==> config.mk <==
export PLATFORM = sky130hd
export DESIGN_NAME = adc_frame_tx
export DESIGN_NICKNAME = d
export VERILOG_FILES = /design/src/rtl/adc_frame_tx.sv
export SDC_FILE = /design/constraint.sdc
export NUM_CORES = 1
export LEC_CHECK = 0
export CAP_MARGIN = 20
export CORE_MARGIN = 5
export CORE_UTILIZATION = 55
export CTS_CLUSTER_SIZE = 28
export DETAILED_ROUTE_END_ITERATION = 6
export DONT_BUFFER_PORTS = 1
export MAX_ROUTING_LAYER = met4
export PLACE_DENSITY = 0.7
export SLEW_MARGIN = 15
export SYNTH_ARGS = -nofsm -noshare
export SYNTH_HDL_FRONTEND = slang
export SYNTH_SLANG_ARGS = --single-unit
==> constraint.sdc <==
create_clock -name TxClk -period 5 [get_ports TxClk]
set_input_delay 0.5 -clock TxClk [delete_from_list [all_inputs] [get_ports TxClk]]
set_output_delay 0.5 -clock TxClk [all_outputs]
set_load 0.02 [all_outputs]
==> src/rtl/adc_frame_tx.sv <==
// Bit-serial ADC LVDS link emulator: one frame line plus Lanes data lines, MSB first, with a
// programmable start phase that misaligns the first word for receiver bitslip exercise.
module adc_frame_tx #(
    parameter int unsigned AdcBits    = 14,
    parameter int unsigned Lanes      = 2,
    parameter logic [15:0] FrmPattern = 16'b0011111110000000
) (
    input  logic                     TxClk,
    input  logic                     TxRst,
    input  logic                     TxEn,
    input  logic [3:0]               TxPhase,
    input  logic [1:0]               TxMode,
    input  logic [AdcBits-1:0]       TestWord,
    input  logic [Lanes*AdcBits-1:0] DinData,
    input  logic                     DinValid,
    output logic                     DinReady,
    output logic                     FrmOut,
    output logic [Lanes-1:0]         DatOut,
    output logic                     WordStrobe,
    output logic                     Underrun
);
    localparam logic [AdcBits-1:0] FrmWord   = FrmPattern[AdcBits-1:0];
    localparam logic [3:0]         LastBit   = 4'(AdcBits - 1);
    localparam logic [1:0]         ModeUser  = 2'b00;
    localparam logic [1:0]         ModeRamp  = 2'b01;
    localparam logic [1:0]         ModeTest  = 2'b10;

    typedef enum logic [0:0] {StIdle, StRun} state_e;

    state_e                        r_state;
    logic [3:0]                    r_bit_cnt;
    logic [AdcBits-1:0]            r_frm_sr;
    logic [Lanes-1:0][AdcBits-1:0] r_dat_sr;
    logic [AdcBits-1:0]            r_ramp_cnt;
    logic                          r_strobe;
    logic                          r_underrun;

    logic                          w_reload;
    logic [3:0]                    w_phase;
    logic [Lanes-1:0][AdcBits-1:0] w_src;
    logic                          w_missing;

    assign w_reload = (r_state == StRun) && (r_bit_cnt == LastBit);
    // Out-of-range phases fall back to an aligned start.
    assign w_phase  = (TxPhase <= LastBit) ? TxPhase : 4'd0;
    assign DinReady = w_reload && TxEn && (TxMode == ModeUser);

    always_comb begin
        w_src     = '0;
        w_missing = 1'b0;
        case (TxMode)
            ModeUser: begin
                if (DinValid) begin
                    w_src = DinData;
                end else begin
                    w_missing = 1'b1;
                end
            end
            ModeRamp: begin
                for (int i = 0; i < Lanes; i++) begin
                    w_src[i] = r_ramp_cnt + AdcBits'(i);
                end
            end
            ModeTest: begin
                for (int i = 0; i < Lanes; i++) begin
                    w_src[i] = TestWord;
                end
            end
            default: begin
                for (int i = 0; i < Lanes; i++) begin
                    w_src[i] = FrmWord;
                end
            end
        endcase
    end

    always_ff @(posedge TxClk or posedge TxRst) begin
        if (TxRst) begin
            r_state    <= StIdle;
            r_bit_cnt  <= '0;
            r_frm_sr   <= '0;
            r_dat_sr   <= '0;
            r_ramp_cnt <= '0;
            r_strobe   <= 1'b0;
            r_underrun <= 1'b0;
        end else begin
            case (r_state)
                StIdle: begin
                    r_strobe <= 1'b0;
                    if (TxEn) begin
                        r_state    <= StRun;
                        r_bit_cnt  <= w_phase;
                        r_frm_sr   <= FrmWord << w_phase;
                        r_dat_sr   <= '0;
                        r_underrun <= 1'b0;
                    end
                end
                StRun: begin
                    if (r_bit_cnt < LastBit) begin
                        r_bit_cnt <= r_bit_cnt + 4'd1;
                        r_frm_sr  <= r_frm_sr << 1;
                        for (int i = 0; i < Lanes; i++) begin
                            r_dat_sr[i] <= r_dat_sr[i] << 1;
                        end
                        r_strobe  <= 1'b0;
                    end else if (!TxEn) begin
                        // Stop only at a word boundary so the last word always completes.
                        r_state   <= StIdle;
                        r_bit_cnt <= '0;
                        r_frm_sr  <= '0;
                        r_dat_sr  <= '0;
                        r_strobe  <= 1'b0;
                    end else begin
                        r_bit_cnt <= '0;
                        r_frm_sr  <= FrmWord;
                        r_dat_sr  <= w_src;
                        r_strobe  <= 1'b1;
                        if (w_missing) begin
                            r_underrun <= 1'b1;
                        end
                        if (TxMode == ModeRamp) begin
                            r_ramp_cnt <= r_ramp_cnt + 1'b1;
                        end
                    end
                end
                default: r_state <= StIdle;
            endcase
        end
    end

    assign FrmOut     = r_frm_sr[AdcBits-1];
    assign WordStrobe = r_strobe;
    assign Underrun   = r_underrun;

    for (genvar g = 0; g < Lanes; g++) begin : g_lane
        assign DatOut[g] = r_dat_sr[g][AdcBits-1];
    end

endmodule
* After elaboration in Yosys (flattened, before gate mapping)
Index checks and enable logic that the tools add are counted.
** Storage, ports and cells
- Register bits after elaboration :: 63
- Output and inout port bits :: 6
- Logic and storage cells :: 54
** Cells by class
- Add/subtract/negate cells :: 2
- Order comparisons :: 2
- Eq/ne operators :: 7
- Shift-type cells :: 1
- Multiplexer cells :: 26
- Bitwise logic cells :: 2
- Reductions and logical operators :: 6
** Operators with widths (number)
- two-way mux 28 bit :: 4
- case mux 28 bit (3 select lines) :: 1
- case mux 28 bit (2 select lines) :: 1
- two-way mux 14 bit :: 3
- case mux 14 bit (2 select lines) :: 1
- adder 14 x 1 -> 14 bit (second input constant) :: 1
- left shift 14 x 4 -> 14 bit (first input constant) :: 1
- two-way mux 4 bit :: 3
- two-way mux 1 bit :: 9
- case mux 4 bit (2 select lines) :: 1
- AND reduction 4 bit :: 2
- inequality test 2 bit (second input constant) :: 3
- case mux 1 bit (2 select lines) :: 3
- adder 4 x 1 -> 4 bit (second input constant) :: 1
- == test 4 bit (second input constant) :: 1
- <= comparator 4 bit (second input constant) :: 1
- < comparator 4 bit (second input constant) :: 1
- logical AND 1 bit :: 3
- == test 2 x 1 -> 1 bit (second input constant) :: 1
- == test 2 bit (second input constant) :: 1
- logical NOT 2 bit :: 1
- inequality test 2 x 1 -> 1 bit (second input constant) :: 1
- NOT 1 bit :: 2

* Longest topological paths before layout
Gate-level depths: netlist of the first run.
- Depth in word-level cells :: 6
- Mapped depth :: 8

* Worst setup path before layout of the first run
Ideal clock, no wire load.
- Kind :: input -> output
- From :: input TxMode[0]
- To :: output DinReady
- Arrival time :: 1710 ps
- Required time :: 4500 ps
- Slack :: 2790 ps
- Stages :: 4
- Cells stage by stage :: buf_2 buf_2 clkbuf_1 nor4_1
** Between the ends
- Word-level cells in the longest chain between the ends :: 2
** RTL lines
- start: declaration :: line 12 : input logic [1:0] TxMode,
- logical NOT 2 bit :: line 46 : assign DinReady = w_reload && TxEn && (TxMode == ModeUser);
- logical AND 1 bit :: line 46
- end: declaration :: line 16 : output logic DinReady,
Every way passes these cells.

* Final worst setup path of the first run
- From :: register r_state
- To :: output DinReady
** Between the ends
- Word-level cells in the longest chain between the ends :: 3
** RTL lines
- start: declaration :: line 30 : state_e r_state;
- start signal: assignment :: line 79 : r_state <= StIdle;
- start signal: assignment :: line 91 : r_state <= StRun;
- start signal: assignment :: line 108 : r_state <= StIdle;
- logical AND 1 bit :: line 43 : assign w_reload = (r_state == StRun) && (r_bit_cnt == LastBit);
- logical AND 1 bit (2 in series) :: line 46
Every way passes these cells.

==> results of run 1 <==
-- registers in the layout, indices dropped and copies added, names as in the netlist --
signal	cells
Underrun	1
DatOut	2
WordStrobe	1
r_frm_sr	7
r_ramp_cnt	14
r_bit_cnt	4
r_state	1
r_dat_sr	26
-- metal layers --
| layer | part of all wire [%] | global-route usage, % | vias to the layer above |
|---|---|---|---|
| li1 | - | - | 1368 |
| met1 | 43 | 30.6 | 1477 |
| met2 | 50 | 37.4 | 103 |
| met3 | 5.5 | 3.51 | 18 |
| met4 | 2.0 | 6.93 | 0 |
| met5 | 0 | - | - |
-- cell usage in the layout (no fill, tap or decap), types with 3 or more instances in the layout --
master	count
a2bb2oi_1	3
a21oi_1	44
o21a_1	5
nand2b_1	4
inv_1	12
a211oi_1	3
clkbuf_8	5
nand4_1	4
nor3_1	9
xnor2_1	8
nor3_2	4
a221oi_1	10
o21ai_0	21
a31oi_1	5
nand3_1	10
o211ai_1	8
nand2_1	24
ha_1	4
a221o_1	10
and4_1	3
a22o_1	3
or3_1	8
nor2b_1	6
and3_1	4
xor2_1	13
nor2_1	17
dfrtp_1	56
a22oi_1	19
-- power by group through the flow --
stage          clock [mW]  combinational (mW)  sequential [mW]
6_report            0.268               0.417            0.690
5_1_grt             0.289               0.475            0.704
4_1_cts             0.270               0.417            0.687
3_5_place_dp            0               0.416            0.695
3_3_place_gp            0               0.408            0.693
2_1_floorplan           0               0.405            0.635
-- through the flow --
step | instance area [um^2] | setup WS (ns) | total power, mW
2_1_floorplan | 3500 | 2.79 | 1.04
3_3_place_gp | 3420 | 2.66 | 1.10
3_5_place_dp | 3420 | 2.54 | 1.11
4_1_cts | 3520 | 2.29 | 1.37
5_1_grt | 3520 | 2.10 | 1.47
6_report | 3520 | 2.30 | 1.37
-- cell usage after synthesis, types with 4 or more instances --
| cell | n |
|---|---|
| nor3_2 | 4 |
| nand2b_1 | 4 |
| or3_1 | 8 |
| a21oi_1 | 44 |
| dfrtp_1 | 56 |
| nand2_1 | 24 |
| inv_1 | 13 |
| buf_2 | 15 |
| nand4_1 | 4 |
| a221oi_1 | 10 |
| o21ai_0 | 21 |
| a221o_1 | 10 |
| clkbuf_1 | 14 |
| a22oi_1 | 19 |
| nand3_1 | 10 |
| nor3_1 | 9 |
| nor2b_1 | 6 |
| xor2_1 | 13 |
| and3_1 | 4 |
| o21a_1 | 5 |
| buf_4 | 4 |
| o211ai_1 | 8 |
| a31oi_1 | 5 |
| nor2_1 | 17 |
| xnor2_1 | 8 |
| ha_1 | 4 |
-- final cells by class --
| class | count | area share (%) |
|---|---|---|
| Clock buffer | 5 | 1.96 |
| Clock inverter | 3 | 0.783 |
| Inverter | 13 | 1.39 |
| Multi-Input combinational cell | 280 | 52.9 |
| Sequential cell | 56 | 39.8 |
| Tap cell | 77 | 2.74 |
| Timing Repair Buffer | 2 | 0.427 |
-- cell families after synthesis --
group           share of synthesized area, %
fa+ha+maj                               1.43
xor+xnor                                6.18
flops                                   40.0
simple gates                            17.6
buf+inv                                 6.86
compound gates                          27.9
-- worst paths after layout --
kind	startpoint	endpoint	slack (ns)
worst max-delay path	r_state$_DFF_PP0_	DinReady	2.30
worst min-delay path	TxRst	r_ramp_cnt[4]$_DFFE_PP0P_	0.26
worst max register to register	r_bit_cnt[0]$_DFFE_PP0N_	DatOut[1]$_DFFE_PP0N_	2.48
worst min register to register	r_ramp_cnt[13]$_DFFE_PP0P_	r_ramp_cnt[13]$_DFFE_PP0P_	0.52
max in group asynchronous	TxRst	r_frm_sr[13]$_DFFE_PP0N_	4.25
min in group TxClk	TxEn	r_dat_sr[2]$_DFFE_PP0N_	0.36
==> metrics.md, run 1 <==
| Metric | Value |
|---|---|
| Clk_lat worst skew | `0.31 ns` |
| Die width | `89.8 um` |
| Outcome | `complete, no violations` |
| Max-cap viol count | `0` |
| Peak fanout along the critical path | `21` |
| CTS tree | `yes` |
| Layout fillers | `586` |
| DP Cell Count | `428` |
| FF+latch area | `0.00140 mm^2` |
| Root Buffer | `clkbuf_8` |
| H-tree Lvls | `2` |
| CP Launch Type | `flip-flop` |
| Vias | `2966` |
| Largest net degree at the start of global routing | `57` |
| Io pins | `58` |
| Logic pwr share | `30.3%` |
| Critical path class | `flip-flop to output port` |
| Data required time of the worst path | `4.50 ns` |
| RD Place Congestion | `0.874` |
| Top delay family on crit path | `simple AND/OR/NAND/NOR gates` |
| Worst r2r path cells | `6` |
| Total core area | `0.00628 mm^2` |
| Avg Cell Area, Syn | `9.05 um^2` |
| Final Core Density | `56.0%` |
| Synth async-reset ratio | `100%` |
| Slew HR | `34.2%` |
| Antenna diodes | `0` |
| Synthesis Warnings | `0` |
| Setup Buffers After CTS | `0` |
| Clk slew on worst S/H paths | `0.11 ns` |
| Final nets | `414` |
| Area of the multi-input gates | `0.00186 mm^2` |
| Buffers & Inverters on Critical Path | `1` |
| Sequential power share | `50.2%` |
| Cell Count, Final, Fillers Out | `436` |
| Final Cycle Share | `54.0%` |
| RSZ-0062 raised after global routing | `false` |
| Most common flop cell mapped by yosys | `dfrtp_1` |
| Die Y-Extent | `89.8 um` |
| CP Depth | `3` |
| CP max stage cell | `nor4_1` |
| DRT Wirelength | `9380 um` |
| Worst Skew | `0.00452 ns` |
| Switching Fraction | `37.9%` |
| Seq/Total Area, Yosys | `40.0%` |
| Largest cells by area after synthesis | `dfrtp_1, a21oi_1, a22oi_1, xor2_1, o21ai_0` |
| Initial antenna violation count | `0` |
| Slew of the pin with the lowest slew margin | `0.982 ns` |
| First-pass GRT wire length | `15100 um` |
| Final Hold Viols | `0` |
| Number of global-route vias before repair | `2898` |
| WHS | `0.262 ns` |
| Deepest clock path buffer count | `2` |
| Synthesis-stage register bit count | `56` |
| P_leak | `1.49 nW` |
| Post-Syn Instances | `387` |
| Grt total ovfl | `0` |
| Worst EP arrival | `2.20 ns` |
| Vias per inst | `6.80` |
| Crit. End Element | `output port` |
| Psw | `0.521 mW` |
| DIE AREA | `0.00806 mm^2` |
| Synth Cell Area | `0.00350 mm^2` |
| Crit-path max cell delay | `0.75 ns` |
| FP Rows | `29` |
| Top cell type's share of synthesized area | `40.0%` |
| Synthesized net count | `443` |
| First-pass detailed-route iteration total | `6` |
| Cell variety after synth | `57` |
| Clk pwr share | `19.5%` |
| Final setup vio count | `0` |
| Post-DP HPWL | `6400 um` |
| Worst vdd ir | `0.000195 V` |
| Inserted Clock Buffers | `5` |
| Total GRT Usage | `23.3%` |
| Pint | `0.853 mW` |
| Max-slew violation count | `0` |
| Pwr/cell area | `391 mW/mm^2` |
| Area leader, netlist | `dfrtp_1` |
| CTS sink cnt | `56` |
| Crit-path cells | `buf_4 -> nand2_1 -> nor4_1` |
| Share of layout cells above drive strength 1 | `6.96%` |
| Post-CTS Resized | `0` |
| Fmax | `370 MHz` |
| P&R area growth vs syn | `0.465%` |
| PortBufs | `0` |
| Initial Utilization | `55.8%` |
| WL/cell | `21.5 um` |
| DR DRC count | `0` |
| Number of synthesized flops with an enable pin | `0` |
| Post-DRT Antenna Nets | `0` |
| HP Class | `primary input to async pin` |
| Fin Setup TNS | `0 ns` |
| Final worst path period need | `2.70 ns` |
| Iteration-0 DRC Markers | `270` |
| Post-CTS Hold Buffers | `0` |
Note: power is estimated with default switching activity, not from simulation.
==> run 2: changes to the inputs <==
==> constraint.sdc (replaced) <==
create_clock -name TxClk -period 2.6 [get_ports TxClk]
set_input_delay 0.26 -clock TxClk [delete_from_list [all_inputs] [get_ports TxClk]]
set_output_delay 0.26 -clock TxClk [all_outputs]
set_load 0.02 [all_outputs]
==> metrics.md, run 2 (synthesis results as in run 1) <==
| Metric | Value |
|---|---|
| Outcome | `finished with violations` |
| Failing checks | `negative hold slack` |
| Pint | `1.66 mW (+95%)` |
| Final worst path period need | `2.24 ns` |
| Largest net degree at the start of global routing | `57 (unchanged)` |
| Cell Count, Final, Fillers Out | `443 (+1.6%)` |
| CTS tree | `yes` |
| Initial antenna violation count | `0 (unchanged)` |
| Worst setup margin | `0.365 ns (-1.93 ns)` |
| DR DRC count | `0 (unchanged)` |
| Power Total | `2.66 mW (+94%)` |
| Initial Utilization | `55.8% (unchanged)` |
| Max-cap viol count | `0 (unchanged)` |
| Pre-CTS WS | `0.400 ns (-2.14 ns)` |
| Slew of the pin with the lowest slew margin | `0.719 ns (-0.264 ns)` |
| Deepest clock path buffer count | `2 (unchanged)` |
| Post-DP HPWL | `6440 um (+0.51%)` |
| Sequential power share | `49.4% (-0.8 points)` |
| Worst r2r path cells | `6 (unchanged)` |
| Critical path class | `flip-flop to flip-flop` |
| Crit path to | `r_dat_sr[23]$_DFFE_PP0N_` |
| Final Hold Viols | `2 (+2)` |
| P_leak | `1.52 nW (+2.5%)` |
| P&R area growth vs syn | `1.93%` |
| Critical Path Start | `r_bit_cnt[0]$_DFFE_PP0N_` |
| Final Cycle Share | `86.0%` |
| Worst EP arrival | `2.45 ns (+0.25 ns)` |
| Psw | `1.00 mW (+92%)` |
| Layout fillers | `565 (-3.6%)` |
| Final setup vio count | `0 (unchanged)` |
| Most frequent cells in the layout | `dfrtp_1, a21oi_1, nand2_1, o21ai_0, a22oi_1` |
| Vias | `2934 (-1.1%)` |
| HP Class | `primary input to async pin` |
| Crit. End Element | `flip-flop` |
| Io pins | `58 (unchanged)` |
| Post-CTS Hold Buffers | `0 (unchanged)` |
| Grt total ovfl | `0 (unchanged)` |
| Final nets | `421 (+1.7%)` |
| H-tree Lvls | `2 (unchanged)` |
| Iteration-0 DRC Markers | `210 (-22%)` |
| Area of the multi-input gates | `0.00186 mm^2 (unchanged)` |
| CP max stage cell | `and2_1` |
| Total GRT Usage | `23.7% (+0.41 points)` |
| FF+latch area | `0.00140 mm^2 (unchanged)` |
| Reg-to-reg setup timing slack | `0.36 ns (-2.12 ns)` |
| Clk slew on worst S/H paths | `0.11 ns (about the same)` |
| Most common cell after layout, fill and taps aside | `dfrtp_1` |
| Number of global-route vias before repair | `2906 (+0.28%)` |
| CP Launch Type | `flip-flop` |
| RSZ-0062 raised after global routing | `false` |
| PortBufs | `0 (unchanged)` |
| Share of layout cells above drive strength 1 | `8.74% (+1.8 points)` |
| Worst r2r src | `r_bit_cnt[0]$_DFFE_PP0N_` |
| Register with the most flip-flops | `r_dat_sr` |
| Antenna diodes | `0 (unchanged)` |
| Peak fanout along the critical path | `18 (-14%)` |
| First-pass GRT wire length | `15400 um (+2.3%)` |
| Crit-path cells | `inv_1 -> ha_1 -> nand3b_4 -> and2_1 -> a22o_1 -> a211o_1` |
| Setup Buffers After CTS | `0 (unchanged)` |
| Logic pwr share | `31.5% (+1.2 points)` |
| Fin Setup TNS | `0 ns (unchanged)` |
| FP Rows | `29 (unchanged)` |
| Total core area | `0.00628 mm^2 (unchanged)` |
| Max-slew violation count | `0 (unchanged)` |
| DIE AREA | `0.00806 mm^2 (unchanged)` |
| Die Y-Extent | `89.8 um (unchanged)` |
| Biggest regs | `r_dat_sr (26), r_ramp_cnt (14), r_frm_sr (7)` |
| Fmax | `447 MHz` |
| Data required time of the worst path | `2.82 ns (-1.68 ns)` |
| Clk pwr share | `19.1% (-0.4 points)` |
| Crit-path max cell delay | `0.47 ns (-0.28 ns)` |
| Vias per inst | `6.62 (-2.6%)` |
| Switching Fraction | `37.7% (-0.26 points)` |
| Inserted Clock Buffers | `5 (unchanged)` |
| Root Buffer | `clkbuf_8` |
| Post-DRT Antenna Nets | `0 (unchanged)` |
| Die width | `89.8 um (unchanged)` |
| First-pass detailed-route iteration total | `5 (-1)` |
| DP Cell Count | `435 (+1.6%)` |
| DRT Wirelength | `9220 um (-1.7%)` |
| Worst Skew | `0.00620 ns (+0.00168 ns)` |
| Slew HR | `52.1% (+18 points)` |
| Largest register FFs | `26 (unchanged)` |
| Worst vdd ir | `0.000501 V (+160%)` |
| WHS | `-0.00191 ns (-0.264 ns)` |
| Reg2reg end | `r_dat_sr[23]$_DFFE_PP0N_` |
| CTS sink cnt | `56 (unchanged)` |
| Pwr/cell area | `746 mW/mm^2 (+91%)` |
| Post-CTS Resized | `0 (unchanged)` |
| Final Core Density | `56.8% (+0.82 points)` |
| Clk_lat worst skew | `0.32 ns (about the same)` |
| WL/cell | `20.8 um (-3.2%)` |
| RD Place Congestion | `0.863 (-1.2%)` |
## run 2: cell types whose count changed in the layout (fill, tap and decap cells not counted)
cell        before  now
buf_4            2    9
inv_8            1    0
clkinvlp_4       1    0
clkinv_4         1    2
inv_6            0    1
## run 2: layer usage
| layer | global-route usage [%] | wire [um] |
|---|---|---|
| met4 | 7.18 | 203 |
| met2 | 36.3 | 4420 |
| met1 | 32.4 | 4090 |
| met5 | - | 0 |
| met3 | 3.92 | 501 |
## run 2: layout make-up
class	instances	share of cell area (%)
Clock inverter	3	0.736
Inverter	13	1.37
Timing Repair Buffer	9	1.89
Multi-Input combinational cell	280	52.1
Tap cell	77	2.70
Clock buffer	5	1.93
Sequential cell	56	39.3
## run 2: per-stage QoR
stage / area, um^2 / hold WS [ns]
2_1_floorplan: 3500 / 0.452
3_3_place_gp: 3470 / 0.395
3_5_place_dp: 3470 / 0.393
4_1_cts: 3570 / 0.0455
5_1_grt: 3570 / 0.0680
6_report: 3570 / -0.00191
## run 2: power by group through the flow
stage / logic (mW) / registers, mW / clock network [mW]
floorplan: 0.779 / 1.22 / 0
global placement: 0.809 / 1.32 / 0
finish: 0.840 / 1.32 / 0.508
CTS: 0.837 / 1.31 / 0.518
global route: 0.962 / 1.35 / 0.557
detailed placement: 0.833 / 1.33 / 0
## run 2: critical path, delay by kind of cell, from the launching register on
kind	cells	cell delay, ns
AOI/OAI and AO/OA	2	0.59
adders and majority gates	1	0.26
and+or+nand+nor	2	0.77
buffers and inverters	1	0.09
DFF	1	0.43
## run 2: worst min path at each step
stage / cells past startpoint / end
floorplan: 2 / r_dat_sr[1]$_DFFE_PP0N_
global placement: 2 / r_ramp_cnt[7]$_DFFE_PP0P_
detailed placement: 2 / r_ramp_cnt[4]$_DFFE_PP0P_
CTS: 2 / r_ramp_cnt[0]$_DFFE_PP0P_
global route: 2 / r_ramp_cnt[4]$_DFFE_PP0P_
finish: 2 / r_ramp_cnt[7]$_DFFE_PP0P_
==> run 3: changes to the inputs <==
--- a/config.mk
+++ b/config.mk
@@ -5,14 +5,13 @@
 export SDC_FILE = /design/constraint.sdc
 export NUM_CORES = 1
 export LEC_CHECK = 0
-export CAP_MARGIN = 20
 export CORE_MARGIN = 5
-export CORE_UTILIZATION = 55
+export CORE_UTILIZATION = 50
 export CTS_CLUSTER_SIZE = 28
 export DETAILED_ROUTE_END_ITERATION = 6
 export DONT_BUFFER_PORTS = 1
+export GPL_TIMING_DRIVEN = 0
 export MAX_ROUTING_LAYER = met4
-export PLACE_DENSITY = 0.7
 export SLEW_MARGIN = 15
 export SYNTH_ARGS = -nofsm -noshare
 export SYNTH_HDL_FRONTEND = slang
==> metrics.md, run 3 (synthesis results as in run 1) <==
| Metric | Value |
|---|---|
| CTS tree | `yes` |
| First-pass detailed-route iteration total | `5 (unchanged)` |
| HP Class | `primary input to flip-flop` |
| First-pass GRT wire length | `16900 um (+9.3%)` |
| Worst Skew | `0.00397 ns (-0.00223 ns)` |
| Die Y-Extent | `93.7 um (+4.3%)` |
| Root Buffer | `clkbuf_8` |
| Final Core Density | `55.0% (-1.8 points)` |
| Largest net degree at the start of global routing | `57 (unchanged)` |
| Pre-CTS WS | `0.299 ns (-0.101 ns)` |
| CP Depth | `4 (-2)` |
| Min-Delay Path Depth | `2` |
| Critical path class | `flip-flop to output port` |
| Deepest clock path buffer count | `2 (unchanged)` |
| GR Layer Usage met2 | `39.9% (+3.6 points)` |
| Final worst path period need | `2.43 ns (+0.195 ns)` |
| WL/cell | `21.4 um (+2.8%)` |
| Clk_lat worst skew | `0.32 ns (about the same)` |
| Slew of the pin with the lowest slew margin | `0.716 ns (-0.00243 ns)` |
| Largest register FFs | `26 (unchanged)` |
| Number of global-route vias before repair | `3084 (+6.1%)` |
| Crit. End Element | `output port` |
| H-tree Lvls | `2 (unchanged)` |
| Most common cell after layout, fill and taps aside | `dfrtp_1` |
| RSZ-0062 raised after global routing | `false` |
| P_leak | `1.60 nW (+4.9%)` |
| CP Launch Type | `flip-flop` |
| Die width | `93.7 um (+4.3%)` |
| Fmax | `412 MHz (-8.0%)` |
| Total core area | `0.00679 mm^2 (+8.2%)` |
| Fin Setup TNS | `0 ns (unchanged)` |
| Most Crowded Layer GR | `met2` |
| Grt met1 use | `33.6% (+1.2 points)` |
| Max-slew violation count | `0 (unchanged)` |
| Final nets | `451 (+7.1%)` |
| Crit path to | `DinReady` |
| Vias | `3091 (+5.4%)` |
| CP max stage cell | `nor4_2` |
| Share of layout cells above drive strength 1 | `11.4% (+2.6 points)` |
| Post-DP HPWL | `7730 um (+20%)` |
| Vias per inst | `6.27 (-5.3%)` |
| Slew HR | `52.3% (+0.16 points)` |
| DIE AREA | `0.00878 mm^2 (+8.9%)` |
| Io pins | `58 (unchanged)` |
| Initial Utilization | `51.5% (-4.2 points)` |
| Crit-path max cell delay | `0.55 ns (+0.08 ns)` |
| Outcome | `complete, no violations` |
| RD Place Congestion | `0.886 (+2.6%)` |
| Crit-path cells | `buf_2 -> clkbuf_1 -> nand2_1 -> nor4_2` |
| Top delay family on crit path | `buffers and inverters` |
| Peak fanout along the critical path | `10 (-8)` |
| Worst EP arrival | `2.17 ns (-0.28 ns)` |
| Final setup vio count | `0 (unchanged)` |
| Area of the multi-input gates | `0.00187 mm^2 (+0.34%)` |
| FP Rows | `30 (+3.4%)` |
| Final Hold Viols | `0 (-2)` |
| Inserted Clock Buffers | `5 (unchanged)` |
| Final Cycle Share | `93.5% (+7.5 points)` |
| Grt total ovfl | `0 (unchanged)` |
| P&R area growth vs syn | `6.75%` |
| Worst r2r path cells | `7 (+1)` |
| Buffers & Inverters on Critical Path | `2 (+1)` |
| PortBufs | `0 (unchanged)` |
| Max-cap viol count | `0 (unchanged)` |
| FF+latch area | `0.00140 mm^2 (unchanged)` |
| Pwr/cell area | `745 mW/mm^2 (-0.18%)` |
| Reg-to-reg setup timing slack | `0.42 ns (+0.06 ns)` |
| M3 GR Usage | `5.21% (+1.3 points)` |
| Most frequent cells in the layout | `dfrtp_1, a21oi_1, nand2_1, o21ai_0, a22oi_1` |
| Reg2reg end | `DatOut[0]$_DFFE_PP0N_` |
| Critical hold path startpoint | `TestWord[1]` |
| DR DRC count | `0 (unchanged)` |
| Register with the most flip-flops | `r_dat_sr` |
| DRT Wirelength | `10600 um (+14%)` |
| Critical Path Start | `r_state$_DFF_PP0_` |
| Clk slew on worst S/H paths | `0.11 ns (about the same)` |
| Iteration-0 DRC Markers | `207 (-1.4%)` |
| Biggest regs | `r_dat_sr (26), r_ramp_cnt (14), r_frm_sr (7)` |
| Post-DRT Antenna Nets | `0 (unchanged)` |
| Worst vdd ir | `0.000258 V (-49%)` |
| Initial antenna violation count | `1 (+1)` |
| Data required time of the worst path | `2.34 ns (-0.48 ns)` |
| Total GRT Usage | `25.9% (+2.2 points)` |
| Worst setup margin | `0.170 ns (-0.195 ns)` |
| Layout fillers | `653 (+16%)` |
| Power Total | `2.78 mW (+4.5%)` |
| Worst r2r src | `r_bit_cnt[0]$_DFFE_PP0N_` |
| CTS sink cnt | `56 (unchanged)` |
[run 3: cell types whose count changed in the layout (fill, tap and decap cells not counted)]
cell,previous run,this run
clkbuf_1,0,14
dlygate4sd3_1,0,1
buf_6,0,2
buf_4,9,4
diode_2,0,1
buf_2,0,15
nor4_1,1,0
nor4_2,0,1
inv_4,0,1
inv_2,1,0
buf_1,0,3
[run 3: worst min-delay path by stage]
stage	end	slack [ns]
finish	r_dat_sr[15]$_DFFE_PP0N_	0.13
global route	r_dat_sr[1]$_DFFE_PP0N_	0.14
CTS	r_dat_sr[15]$_DFFE_PP0N_	0.13
detailed placement	r_ramp_cnt[4]$_DFFE_PP0P_	0.31
global placement	r_dat_sr[15]$_DFFE_PP0N_	0.47
floorplan	r_dat_sr[1]$_DFFE_PP0N_	0.45
[run 3: final cells by class]
class	count	share of cell area [%]
plain buffers	38	5.12
well taps	96	3.21
clock buffers	5	1.84
inverters	13	1.37
clock inverters	3	0.703
multi-input cells	280	49.9
flip-flops and latches	56	37.5
repair buffers	1	0.268
diodes	1	0.0670
[run 3: timing repair]
item / CTS / global route
resized for setup: 1 / 0
buffers inserted: 0 / 0
endpoints found under the setup margin: 1 / 0
hold endpoints to repair: 56 / 0
hold buffers: 1 / 0
[run 3: power breakdown]
group	total, mW	internal [mW]	switching, mW	leakage, nW
sequential	1.25	1.09	0.164	0.747
combinational	1.01	0.415	0.596	0.803
clock	0.518	0.198	0.321	0.0487
total	2.78	1.70	1.08	1.60
[run 3: metrics by stage]
step / instances / cell area [um^2] / hold slack, ns
finish: 493 / 3740 / 0.133
floorplan: 387 / 3500 / 0.452
CTS: 492 / 3730 / 0.133
global route: 493 / 3740 / 0.136
detailed placement: 483 / 3620 / 0.307
global placement: 483 / 3620 / 0.466
[run 3: layer usage]
layer  share of wire [%]  up-vias  routed length (um)
met4                 3.7        0                 388
met1                  43     1494                4570
met3                 6.5       34                 690
met2                  47      108                4910
li1                    -     1455                   -
met5                   0        -                   0
